`src/rtl/timer_port_if.sv`:
```
// Picoblaze port-bus register interface for the timer: compare value staging,
// control, sticky maskable interrupt with ack handshake, and expiry counter.
module timer_port_if #(
  parameter logic [7:0] BASE_ADDR = 8'h10
) (
  input  logic        clk,
  input  logic        rst_n,
  input  logic [7:0]  port_id,
  input  logic        write_strobe,
  input  logic        read_strobe,
  input  logic [7:0]  out_port,
  output logic [7:0]  in_port,
  output logic        interrupt,
  input  logic        interrupt_ack,
  input  logic        timer_interrupt,
  output logic [31:0] timer_count,
  output logic        timer_enable,
  output logic        timer_interrupt_clear
);

  localparam logic [2:0] OFF_B0     = 3'd0;
  localparam logic [2:0] OFF_B1     = 3'd1;
  localparam logic [2:0] OFF_B2     = 3'd2;
  localparam logic [2:0] OFF_B3     = 3'd3;
  localparam logic [2:0] OFF_CTRL   = 3'd4;
  localparam logic [2:0] OFF_STATUS = 3'd5;
  localparam logic [2:0] OFF_EXP    = 3'd6;

  logic [7:0]  stage0_q, stage0_d;
  logic [7:0]  stage1_q, stage1_d;
  logic [7:0]  stage2_q, stage2_d;
  logic [31:0] count_q, count_d;
  logic [1:0]  ctrl_q, ctrl_d;
  logic        pending_q, pending_d;
  logic [7:0]  exp_cnt_q, exp_cnt_d;
  logic        tint_prev_q, tint_prev_d;
  logic        clr_pulse_q, clr_pulse_d;
  logic [7:0]  in_port_q, in_port_d;

  logic [2:0] offset;
  logic       hit;
  logic       wr;
  logic       expiry;
  logic       clear_req;
  logic       exp_rd_clr;

  assign offset = port_id[2:0];
  // Offset 7 of the aligned window is unmapped.
  assign hit    = (port_id[7:3] == BASE_ADDR[7:3]) && (offset != 3'd7);
  assign wr     = write_strobe && hit;
  assign expiry = timer_interrupt && !tint_prev_q;

  always_comb begin
    stage0_d    = stage0_q;
    stage1_d    = stage1_q;
    stage2_d    = stage2_q;
    count_d     = count_q;
    ctrl_d      = ctrl_q;
    tint_prev_d = timer_interrupt;
    in_port_d   = 8'h00;

    if (wr) begin
      case (offset)
        OFF_B0:   stage0_d = out_port;
        OFF_B1:   stage1_d = out_port;
        OFF_B2:   stage2_d = out_port;
        OFF_B3:   count_d  = {out_port, stage2_q, stage1_q, stage0_q};
        OFF_CTRL: ctrl_d   = out_port[1:0];
        default:  ;
      endcase
    end

    // Only an actual pending bit can be cleared; a clear of nothing is silent.
    clear_req   = pending_q && (interrupt_ack ||
                  (wr && offset == OFF_STATUS && out_port[0]));
    clr_pulse_d = clear_req;
    if (expiry)         pending_d = 1'b1;
    else if (clear_req) pending_d = 1'b0;
    else                pending_d = pending_q;

    exp_rd_clr = read_strobe && hit && offset == OFF_EXP;
    if (exp_rd_clr)                      exp_cnt_d = {7'd0, expiry};
    else if (expiry && exp_cnt_q != 8'hFF) exp_cnt_d = exp_cnt_q + 8'd1;
    else                                 exp_cnt_d = exp_cnt_q;

    if (hit) begin
      case (offset)
        OFF_B0:     in_port_d = count_q[7:0];
        OFF_B1:     in_port_d = count_q[15:8];
        OFF_B2:     in_port_d = count_q[23:16];
        OFF_B3:     in_port_d = count_q[31:24];
        OFF_CTRL:   in_port_d = {6'd0, ctrl_q};
        OFF_STATUS: in_port_d = {6'd0, timer_interrupt, pending_q};
        OFF_EXP:    in_port_d = exp_cnt_q;
        default:    in_port_d = 8'h00;
      endcase
    end
  end

  always_ff @(posedge clk) begin
    if (!rst_n) begin
      stage0_q    <= 8'h00;
      stage1_q    <= 8'h00;
      stage2_q    <= 8'h00;
      count_q     <= 32'h0;
      ctrl_q      <= 2'b00;
      pending_q   <= 1'b0;
      exp_cnt_q   <= 8'h00;
      tint_prev_q <= 1'b0;
      clr_pulse_q <= 1'b0;
      in_port_q   <= 8'h00;
    end else begin
      stage0_q    <= stage0_d;
      stage1_q    <= stage1_d;
      stage2_q    <= stage2_d;
      count_q     <= count_d;
      ctrl_q      <= ctrl_d;
      pending_q   <= pending_d;
      exp_cnt_q   <= exp_cnt_d;
      tint_prev_q <= tint_prev_d;
      clr_pulse_q <= clr_pulse_d;
      in_port_q   <= in_port_d;
    end
  end

  assign in_port               = in_port_q;
  assign timer_count           = count_q;
  assign timer_enable          = ctrl_q[0];
  assign timer_interrupt_clear = clr_pulse_q;
  assign interrupt             = pending_q && ctrl_q[1];

endmodule
```
`config.mk`:
```
export PLATFORM = sky130hd
export DESIGN_NAME = timer_port_if
export DESIGN_NICKNAME = d
export VERILOG_FILES = /design/src/rtl/timer_port_if.sv
export SDC_FILE = /design/constraint.sdc
export NUM_CORES = 1
export LEC_CHECK = 0
export BUFFER_PORTS_ARGS = -buffer_cell sky130_fd_sc_hd__buf_2
export CORE_ASPECT_RATIO = 0.8
export CORE_MARGIN = 2
export CORE_UTILIZATION = 55
export DETAILED_ROUTE_END_ITERATION = 8
export PLACE_DENSITY_LB_ADDON = 0.1
export SLEW_MARGIN = 10
export SYNTH_ARGS = -nofsm -noshare
export SYNTH_HDL_FRONTEND = slang
export SYNTH_SLANG_ARGS = --single-unit
```
`constraint.sdc`:
```
create_clock -name clk -period 3.7 [get_ports clk]
set_clock_uncertainty 0.15 [all_clocks]
set_input_delay 0.185 -clock clk [delete_from_list [all_inputs] [get_ports clk]]
set_output_delay 0.185 -clock clk [all_outputs]
set_load 0.1 [all_outputs]
```
# Word-level counts from Yosys, hierarchy flattened
# Cells that the tools add are included.
# word_totals
word_cells,49
inputBits,22
regBits,77
output_inout_bits,43
# classes
mux,5
n_bitwise,1
addsub,1
eq_ne,9
reduce_logical,22
# op_table
cell,n
$pmux 8 s7,1
$reduce_and 2->1,6
$logic_and 1x1->1,10
$eq 3x3->1 const B,3
$add 8x1->8 const B,1
$ne 8x8->1 const B,1
$eq 3x2->1 const B,2
$eq 5x2->1 const B,1
$mux 1,4
$reduce_bool 2->1,2
$eq 3x1->1 const B,1
$logic_not 3->1,1
$ne 3x3->1 const B,1
$reduce_or 2->1,1
$logic_not 1->1,1
$logic_or 1x1->1,1
$not 1->1,1

# Logic depth before layout (Yosys ltp)
# logic_depth
ltp_word,9
depth_mapped,7
mapped_depth_nobuf,5

# Worst setup path before layout
# Ideal clock, no wire load.
# synth_timing
path_type,reg2reg
startpoint,"reg count_q[10], in the netlist timer_count[10]"
endpoint,"reg in_port_q[2], in the netlist in_port[2]"
arrival_ns,1.494
setup_ns,0.067
period_less_slack_ns,1.711
slack_ns,1.989
required_time_ns,3.483
path_stages_with_launch,5
n_path_buf,0
path_cell_list,dfxtp_1 mux2i_1 a2bb2oi_1 a2bb2oi_1 nor2_1
# synth_between
elab_chain_cells,1
# synth_lines
element,line,text
start: declaration,32,"logic [31:0] count_q, count_d;"
start signal: assignment,116,count_q <= count_d;
$pmux 8 s7,87,case (offset)
end signal: assignment,122,in_port_q <= in_port_d;
end: declaration,38,"logic [7:0] in_port_q, in_port_d;"
# No other way between the ends.
# A chain may end at the register's enable or synchronous reset.

# Worst setup path after layout
# layout_timing
startpoint,in port_id[1]
endpoint,reg stage2_q[1]
# layout_between
elab_chain_cells,4
word_cells_on_any_way,5
cone_classes,eq/ne: 2; reduce/logical: 3
# layout_lines
element,line,text
start: declaration,8,"input logic [7:0] port_id,"
$ne 3x3->1,49,assign hit = (port_id[7:3] == BASE_ADDR[7:3]) && (offset != 3'd7);
$logic_and 1x1->1,49,
$logic_and 1x1->1,50,assign wr = write_strobe && hit;
$reduce_and 2->1 (no source line) (*),n/a,
end signal: assignment,115,stage2_q <= stage2_d;
end: declaration,31,"logic [7:0] stage2_q, stage2_d;"
# Every way passes the cells marked *; elsewhere a longest branch is shown, timed or not.

==> impl_metrics.ini <==
[synth]
synth_top_family_by_area = simple AND/OR/NAND/NOR gates
syn_area_per_cell_sq_um = 10.1
ys.warnings.count = 0
synth_xor_area_share_pct = 0
synth_compound_gate_area_share_pct = 11.8
synth.area.top_cells = dfxtp_1, mux2i_1, nor2b_1, nand3_1, a2bb2oi_1
synthAdderAreaFrac_pct = 0.374
yosysSeqAreaShare_pct = 46.1
netlist.area_leader.share_pct = 46.1
synth_simple_gate_area_share_pct = 21.2
synth-seq-cells = 77
synth_flop_cell = dfxtp_1
syn_inst = 333
netlist_area_sq_um = 3350
ys_async_sr_fraction_pct = 0
synthMuxAreaShare_pct = 16.3
yosys.cell_types.count = 46
syn_nets = 356
synth_edf_count = 0
yosysTopAreaCell = dfxtp_1

[setup_path]
crit_path_max_incr_delay_ns = 0.60
cp_cell_sequence = buf_2 -> nor2b_1 -> nand3_2 -> mux2i_1 -> nor2b_1
path_class = input pin to flop
worstPathArrival_ns = 1.84
crit_family = simple AND/OR/NAND/NOR gates
end_kind = flop
critPathBufInv = 1
worst-path-max-fanout = 24
start_kind = input pin
cp.required_ns = 3.79
crit_path_top_delay_cell = nor2b_1
cp_common_cell = nor2b_1

[global_routing]
grt_pass1_wl_mm = 11.5
antenna_found_initial = 0
overflow = 0
grt_use_total_pct = 22.4
grt_pass1_vias = 2281
grt_max_degree = 47

[route]
routed_wl_mm = 7.32
wl_per_cell_um = 15.3
drt_iter0_drc = 116
drc_errors = 0
first_pass_iters = 4
drtAntennaViolNets = 0
via_count = 2571
via_per_inst = 5.37

[sta]
worstMarginPinSlew_ns = 0.787
setup_viol = 0
tns_ns = 0
slew_viol_final = 0
relSlewSlack_pct = 47.4
rsz0062_at_grt = false
fmax_mhz = 570
fin_crit_ns = 1.75
hold_violations = 0
fin_crit_sh_pct = 47.4

[cts]
clock_sinks = 77
tritoncts = built
cts_buffer_depth = 2
cts_resized = 0
htreeDepth = 3
clk_pin_slew_ns = 0.08
cts_inserted_buffers = 9
insertion_delay_ns = 0.35
root_buffer = clkbuf_8

[placement]
gp_congestion = 0.801
port_buffers = 64
dpl.hpwl_mm = 5.25

[finish]
drive_above_1_share_pct = 22.9
fillers = 491
ff_latch_area_sq_um = 1540
nets = 417
antenna_cells = 0
final_common_cell = dfxtp_1
area_growth_syn_to_layout_pct = 18.5
utilization_pct = 67.4
multi_input_area_sq_um = 1660
final_cell_mix = dfxtp_1, buf_2, mux2i_1

[pwr]
p_per_area_nw_per_um2 = 424
vdd.ir_drop.worst_v = 0.000209
p_leak_nw = 1.87

[floorplan]
core-area_sq_um = 5880
start_util_pct = 56.9
rows = 25
dieArea_sq_um = 6730
die_w_um = 91.2
die_h_um = 73.8
ios = 65

[run]
maxCapViolCount = 0

[worst_hold_path]
worstHoldPathType = input pin to flop

[outcome]
status = finished, final reports clean
[routing by layer]
metal / track usage (%) / share of wire (%)
met1: 29.7 / 49
met3: 7.59 / 5.2
met4: 6.73 / 1.1
met5: 0 / 0
met2: 35.1 / 45
[worst register-to-register path, delay by kind of cell, from the launching register on]
kind	cells	cell delay (ns)
DFF	1	0.36
AOI/OAI and AO/OA	1	0.14
adders and majority gates	1	0.26
and+or+nand+nor	2	0.65
[final timing paths]
kind	from	endpoint	slack, ns	cells past startpoint
worst min register to register	stage0_q[5]	stage0_q[5]	0.31	2
worst max register to register	exp_cnt_q[0]	exp_cnt_q[5]	2.07	4
worst min-delay path	write_strobe	timer_interrupt_clear	0.02	3
worst max-delay path	port_id[1]	stage2_q[1]	1.95	5
[power breakdown]
group          internal (mW)  total [mW]  switching (mW)
clock                  0.445       0.755           0.309
combinational         0.0389      0.0901          0.0512
sequential             0.832       0.835         0.00355
[registers in the layout, indices dropped and copies added (netlist names)]
register	count
stage1_q	8
pending_q	1
exp_cnt_q	8
in_port	8
ctrl_q	2
stage0_q	8
timer_interrupt_clear	1
stage2_q	8
tint_prev_q	1
timer_count	32
[stage by stage]
step           setup slack [ns]  power, mW  std cells  hold WS, ns  cell area [sq um]
2_1_floorplan              1.99      0.912        333        0.157               3350
3_3_place_gp               1.63      0.936        455        0.270               3640
3_5_place_dp               1.56      0.937        455        0.271               3640
4_1_cts                    1.95       1.69        479      0.00438               3970
5_1_grt                    1.81       1.73        479      0.00400               3970
6_report                   1.95       1.68        479       0.0182               3970
[synth_stat cells, drive strengths merged, types with 2 or more instances]
| cell type | count |
|---|---|
| nand3 | 22 |
| a2bb2oi | 12 |
| a21oi | 8 |
| inv | 2 |
| nand2 | 15 |
| and4 | 2 |
| o31ai | 2 |
| o21ai | 20 |
| mux2 | 3 |
| nand4 | 4 |
| a211oi | 2 |
| clkbuf | 11 |
| and2 | 2 |
| a22o | 7 |
| mux2i | 51 |
| a32oi | 2 |
| dfxtp | 77 |
| or3 | 2 |
| nor3 | 3 |
| and3 | 3 |
| nor2 | 10 |
| nand4b | 2 |
| o21a | 2 |
| buf | 13 |
| nor2b | 45 |
[cells by family (layout without fill, tap and decap cells)]
| family | Yosys count | in the layout |
|---|---|---|
| fa+ha+maj | 1 | 1 |
| compound gates | 58 | 58 |
| simple gates | 117 | 117 |
| mux | 54 | 54 |
| buf+inv | 26 | 91 |
| flops | 77 | 77 |
[layout make-up]
| class | instances | share of cell area (%) |
|---|---|---|
| Sequential cell | 77 | 38.9 |
| Clock buffer | 9 | 3.12 |
| Tap cell | 81 | 2.56 |
| Clock inverter | 6 | 2.84 |
| Multi-Input combinational cell | 230 | 41.9 |
| Inverter | 2 | 0.189 |
| Timing Repair Buffer | 74 | 10.5 |
[repair_timing]
item                                   4_1_cts  5_1_grt
endpoints found under the hold margin       19        0
hold buffers                                 9        0
buffers inserted                             0        0
Power figures use the tool's default switching activity.
